## config.mk

```make
export PLATFORM = sky130hd
export DESIGN_NAME = inst_fetch_ctrl
export DESIGN_NICKNAME = d
export VERILOG_FILES = /design/src/rtl/inst_fetch_ctrl.sv
export SDC_FILE = /design/constraint.sdc
export NUM_CORES = 1
export LEC_CHECK = 0
export BUFFER_PORTS_ARGS = -buffer_cell sky130_fd_sc_hd__buf_2
export CAP_MARGIN = 15
export CORE_ASPECT_RATIO = 2
export CORE_MARGIN = 2
export CORE_UTILIZATION = 50
export DETAILED_ROUTE_END_ITERATION = 6
export PLACE_DENSITY_LB_ADDON = 0.12
export SYNTH_ARGS = -nofsm -noshare
export SYNTH_HDL_FRONTEND = slang
export SYNTH_SLANG_ARGS = --single-unit
```

## constraint.sdc

```tcl
create_clock -name clk -period 2.4 [get_ports clk]
set_input_delay 0.48 -clock clk [delete_from_list [all_inputs] [get_ports clk]]
set_output_delay 0.48 -clock clk [all_outputs]
set_load 0.03 [all_outputs]
```

## src/rtl/inst_fetch_ctrl.sv

```systemverilog
`default_nettype none
// ============================================================================
// Module   : inst_fetch_ctrl
// Purpose  : Instruction-fetch sequencer for the MIPS core. Owns the program
//            counter, addresses a combinational instruction ROM and captures
//            the returned word into an IF register. The IF register uses a
//            valid/ready handshake toward decode. The block also handles
//            start/halt control, branch/jump redirects and address errors.
// Ports    :
//   clk            in   system clock, rising-edge active
//   rst_n          in   asynchronous active-low reset
//   start          in   leave IDLE/HALT and fetch from the held PC
//   halt_req       in   stop fetching after this cycle
//   pc_o           out  fetch address to the ROM
//   rom_inst_i     in   ROM data for pc_o (combinational)
//   redirect_valid in   branch/jump taken this cycle
//   redirect_pc    in   redirect target
//   if_valid       out  IF register holds a valid instruction
//   if_inst        out  fetched instruction
//   if_pc          out  PC of if_inst
//   if_ready       in   decode accepts if_inst this cycle
//   state_o        out  00 IDLE, 01 RUN, 10 HALT
//   err_o          out  sticky misaligned-redirect / PC-range error
//   fetch_cnt      out  saturating count of instructions latched into IF
// Revision : 1.0 - initial release
// ============================================================================
module inst_fetch_ctrl #(
  parameter logic [31:0] RESET_PC = 32'h0000_0000,
  parameter int          ROM_AW   = 8
) (
  input  logic        clk,
  input  logic        rst_n,
  input  logic        start,
  input  logic        halt_req,
  output logic [31:0] pc_o,
  input  logic [31:0] rom_inst_i,
  input  logic        redirect_valid,
  input  logic [31:0] redirect_pc,
  output logic        if_valid,
  output logic [31:0] if_inst,
  output logic [31:0] if_pc,
  input  logic        if_ready,
  output logic [1:0]  state_o,
  output logic        err_o,
  output logic [31:0] fetch_cnt
);

  localparam logic [1:0] S_IDLE = 2'b00;
  localparam logic [1:0] S_RUN  = 2'b01;
  localparam logic [1:0] S_HALT = 2'b10;

  localparam logic [31:0] C_CNT_MAX = 32'hFFFF_FFFF;
  localparam logic [31:0] C_PC_STEP = 32'd4;

  logic [1:0]  r_state;
  logic [1:0]  w_state_nxt;
  logic [31:0] r_pc;
  logic        r_if_valid;
  logic [31:0] r_if_inst;
  logic [31:0] r_if_pc;
  logic        r_err;
  logic [31:0] r_fetch_cnt;

  logic        w_acc;
  logic        w_redir_misaligned;
  logic        w_pc_out_of_range;

  // Control strobes produced by the output decode of the FSM
  logic        w_fetch;
  logic        w_flush;
  logic        w_pc_load;
  logic        w_err_set;
  logic        w_err_clr;

  // IF register can take a new word when empty or when decode drains it now
  assign w_acc              = !r_if_valid || if_ready;
  assign w_redir_misaligned = (redirect_pc[1:0] != 2'b00);

  // Any PC bit above the ROM word index means the address misses the ROM.
  // When the ROM spans the whole 32-bit space there is nothing to check.
  generate
    if (ROM_AW + 2 < 32) begin : g_range_chk
      assign w_pc_out_of_range = |r_pc[31:ROM_AW+2];
    end else begin : g_no_range_chk
      assign w_pc_out_of_range = 1'b0;
    end
  endgenerate

  // --------------------------------------------------------------------------
  // FSM state register
  // --------------------------------------------------------------------------
  always_ff @(posedge clk or negedge rst_n) begin
    if (!rst_n) begin
      r_state <= S_IDLE;
    end else begin
      r_state <= w_state_nxt;
    end
  end

  // --------------------------------------------------------------------------
  // FSM next-state logic
  // --------------------------------------------------------------------------
  always_comb begin
    w_state_nxt = r_state;
    case (r_state)
      S_IDLE: begin
        if (start) begin
          w_state_nxt = S_RUN;
        end
      end
      S_RUN: begin
        if (redirect_valid) begin
          // A bad target halts; a good one still honours a concurrent halt
          if (w_redir_misaligned || halt_req) begin
            w_state_nxt = S_HALT;
          end
        end else if (halt_req || w_pc_out_of_range) begin
          w_state_nxt = S_HALT;
        end
      end
      S_HALT: begin
        // start has priority over halt_req here
        if (start) begin
          w_state_nxt = S_RUN;
        end
      end
      default: begin
        w_state_nxt = S_IDLE;
      end
    endcase
  end

  // --------------------------------------------------------------------------
  // FSM output decode: datapath control strobes
  // --------------------------------------------------------------------------
  always_comb begin
    w_fetch   = 1'b0;
    w_flush   = 1'b0;
    w_pc_load = 1'b0;
    w_err_set = 1'b0;
    w_err_clr = 1'b0;
    case (r_state)
      S_RUN: begin
        if (redirect_valid) begin
          // Redirect always flushes, even if decode is ready this cycle
          w_flush = 1'b1;
          if (w_redir_misaligned) begin
            w_err_set = 1'b1;
          end else begin
            w_pc_load = 1'b1;
          end
        end else if (halt_req) begin
          // no fetch; IF contents drain through the normal consume path
        end else if (w_pc_out_of_range) begin
          w_err_set = 1'b1;
        end else if (w_acc) begin
          w_fetch = 1'b1;
        end
      end
      S_HALT: begin
        if (start) begin
          w_err_clr = 1'b1;
        end
      end
      default: begin
      end
    endcase
  end

  // --------------------------------------------------------------------------
  // Program counter
  // --------------------------------------------------------------------------
  always_ff @(posedge clk or negedge rst_n) begin
    if (!rst_n) begin
      r_pc <= RESET_PC;
    end else if (w_pc_load) begin
      r_pc <= redirect_pc;
    end else if (w_fetch) begin
      r_pc <= r_pc + C_PC_STEP;
    end
  end

  // --------------------------------------------------------------------------
  // IF output register. A new fetch takes precedence over the consume rule,
  // so back-to-back handshakes keep if_valid high at one word per cycle.
  // --------------------------------------------------------------------------
  always_ff @(posedge clk or negedge rst_n) begin
    if (!rst_n) begin
      r_if_valid <= 1'b0;
      r_if_inst  <= 32'h0000_0000;
      r_if_pc    <= 32'h0000_0000;
    end else if (w_fetch) begin
      r_if_valid <= 1'b1;
      r_if_inst  <= rom_inst_i;
      r_if_pc    <= r_pc;
    end else if (w_flush) begin
      r_if_valid <= 1'b0;
    end else if (r_if_valid && if_ready) begin
      r_if_valid <= 1'b0;
    end
  end

  // --------------------------------------------------------------------------
  // Sticky error flag, cleared only by a restart from HALT
  // --------------------------------------------------------------------------
  always_ff @(posedge clk or negedge rst_n) begin
    if (!rst_n) begin
      r_err <= 1'b0;
    end else if (w_err_set) begin
      r_err <= 1'b1;
    end else if (w_err_clr) begin
      r_err <= 1'b0;
    end
  end

  // --------------------------------------------------------------------------
  // Saturating fetch counter
  // --------------------------------------------------------------------------
  always_ff @(posedge clk or negedge rst_n) begin
    if (!rst_n) begin
      r_fetch_cnt <= 32'h0000_0000;
    end else if (w_fetch && (r_fetch_cnt != C_CNT_MAX)) begin
      r_fetch_cnt <= r_fetch_cnt + 32'd1;
    end
  end

  assign pc_o      = r_pc;
  assign if_valid  = r_if_valid;
  assign if_inst   = r_if_inst;
  assign if_pc     = r_if_pc;
  assign state_o   = r_state;
  assign err_o     = r_err;
  assign fetch_cnt = r_fetch_cnt;

endmodule
`default_nettype wire

```

==> flow_summary.toml <==
[route]
drt_wl_total_um = 14500
via_per_inst = 5.19
route.detailed.drc = 0
num_vias = 4855
wire_per_inst_um = 15.5
dr.pass1.iters = 5
antenna_left = 0
drt_iter0_markers = 227

[timing]
timing.fmax_ghz = 0.444
period_minus_slack_ns = 2.25
finalHoldViolCount = 0
worst_pin_slew_ns = 0.571
hold_ws_ns = 0.0139
setup_viol = 0
finalClockSkew_ns = 0.00893
rsz0062_at_grt = "no"
slew_viol_final = 0
timing.final.crit_share_pct = 93.8
maxSlewHeadroom_pct = 61.9

[placement]
hpwl_um = 10500
post_dp_cell_area_mm2 = 0.00689
portBuffers = 201
gp_congestion = 0.874

[cells_and_area]
fin_area_mm2 = 0.00750
nets = 852
syn_to_final_growth_pct = 35.0
fillers = 918
drive_gt1_share_pct = 34.8

[status]
outcome = "completed"

[worst_setup_path]
critPathKind = "reg2reg"
critPathMaxFanout = 4
crit_path_start_kind = "flip-flop"
cp.required_ns = 2.70
cp.arrival_ns = 2.55
rr_worst_depth = 5
cp-end-kind = "flip-flop"

[yosys]
yosysWarnings = 0
syn_avg_cell_area_um2 = 9.94
synth_top_cell_area_share_pct = 59.5
netlist_area_mm2 = 0.00556
ys_types = 44
syn-num-nets = 631
synth_edf_count = 0
synth_area_leaders = "dfrtp_1 (59%), nand2_1 (14%), xnor2_1 (3.3%)"
synthFlopType = "dfrtp_1"
synth_async_sr_flop_share_pct = 100
synth.largest_area_cell = "dfrtp_1"
seq_area_frac_synth_pct = 59.5
syn_inst = 559
synth-seq-cells = 132

[global_route]
grt_first_pass_wirelength_um = 23600
globalRouteOverflowTotal = 0
grt_max_degree = 54
grt_pass1_vias = 4817
grt.total_usage_pct = 25.0
antenna_found_initial = 2

[power_and_ir_drop]
p_leak_nw = 4.21
p_per_area_mw_per_mm2 = 914
p_total_w = 0.00686
peakVddDrop_mv = 0.828

[cts]
cts_buffers = 17
clk_latency_ns = 0.42
clockBufferDepth = 2
cts.sinks = 132
htree_levels = 4
cts_tree = "done"
clkTransAtPathRegs_ns = 0.07
root_buffer = "clkbuf_16"
cts_setup_buffers = 0

[floorplan]
initial_core_util_pct = 51.1
die_x_um = 78.5
dieHeight_um = 153
rows = 54
ios = 202
die_area_mm2 = 0.0120
core_area_mm2 = 0.0109

[min_path]
hp-class = "in2async"

[flow_run]
cap_violations = 0
area by class of cell:
cell class                      instances  area, um^2  area share (%)
Antenna cell                            2        5.00          0.0667
Clock buffer                           17         425            5.67
Clock inverter                         15         171            2.29
Inverter                                5        18.8           0.250
Multi-Input combinational cell        398        2150            28.6
Sequential cell                       132        3300            44.0
Tap cell                              140         175            2.34
Timing Repair Buffer                  226        1250            16.7
sequential cells by signal (all words and copies together) (netlist names):
signal	count
if_inst	32
pc_o	32
err_o	1
state_o	2
if_valid	1
fetch_cnt	32
if_pc	32
through the flow:
stage | TNS (ns) | setup WS, ns | utilization [%] | cells
after floorplan | 0 | 0.186 | - | 559
after global placement | 0 | 0.0388 | 63.3 | 901
after detailed placement | -0.0346 | -0.0346 | 63.3 | 901
after CTS | 0 | 0.111 | 68.8 | 933
after global routing | 0 | 0.0263 | 69.0 | 935
final | 0 | 0.150 | 69.0 | 935
worst max-delay path, cell delays in order (launching register included):
cell and delay, ns:
dfrtp_1 0.41, nor4_2 0.32, nand4_2 0.15, or3_2 0.55, nor4_1 0.33, mux2_2 0.37
cells in the mapped netlist, types with 2 or more instances:
library cell	count
nand2_1	202
dfrtp_1	132
nor2b_1	24
nand3_1	23
xnor2_1	21
nand4_1	18
clkbuf_1	14
and3_1	12
nor2_1	10
xor2_1	10
and2_1	9
buf_2	9
nor3_1	9
o21ai_0	8
nor4_2	7
inv_1	5
nor4_1	4
a21oi_1	3
a31oi_1	3
mux2i_1	3
nand2b_1	3
or2_2	3
ha_1	2
mux2_2	2
nor4b_1	2
o221ai_1	2
or4_1	2
path summary, 6_finish.rpt:
check                                end  slack [ns]            start
max                        fetch_cnt[30]        0.15         pc_o[25]
min in group clk                pc_o[22]        0.25  redirect_pc[22]
max reg2reg                fetch_cnt[30]        0.15         pc_o[25]
min                            if_pc[20]        0.01            rst_n
min reg2reg                   if_inst[2]        0.46       if_inst[2]
max in group asynchronous        pc_o[1]        1.74            rst_n
report_power, final:
group          internal (W)  switching (W)
clock               0.00156        0.00105
sequential          0.00252       0.000267
combinational      0.000446        0.00102
routing by layer:
layer,routed length [um],vias up,GRT usage [%]
met5,0,-,0
met4,445,0,12.0
met3,754,32,5.43
met2,7690,181,42.8
met1,5580,2352,29.3
li1,-,2290,-
cell families (layout without fill, tap and decap cells):
family          Yosys count  count (layout)  synth area share [%]
compound gates           25              25                  3.06
xor+xnor                 31              31                  4.89
fa+ha+maj                 2               2                 0.450
buf+inv                  29             263                  2.16
flops                   132             132                  59.5
mux                       5               5                 0.946
other cells               0               2                     0
simple gates            335             335                  29.0
layout by cell type (no fill, tap or decap), types with 3 or more instances in the layout:
cell type and instances:
buf_4 20, inv_1 5, dfrtp_1 132, a21oi_1 3, buf_2 200, and3_1 12, xnor2_1 21, nand2b_1 3
a31oi_1 3, nor4_1 4, clkbuf_16 17, nand2_1 202, clkinvlp_4 3, clkinv_4 4, nand3_1 23, xor2_1 10
nor2_1 10, o21ai_0 8, nand4_1 18, and2_1 9, nor4_2 6, or2_2 3, nor2b_1 24, mux2i_1 3
nor3_1 9, buf_12 4, inv_6 3
timing repair:
item,4_1_cts,5_1_grt
gates resized for setup,0,2
endpoints found under the setup margin,0,4
hold buffers,0,0
(Power assumes the default switching activity.)
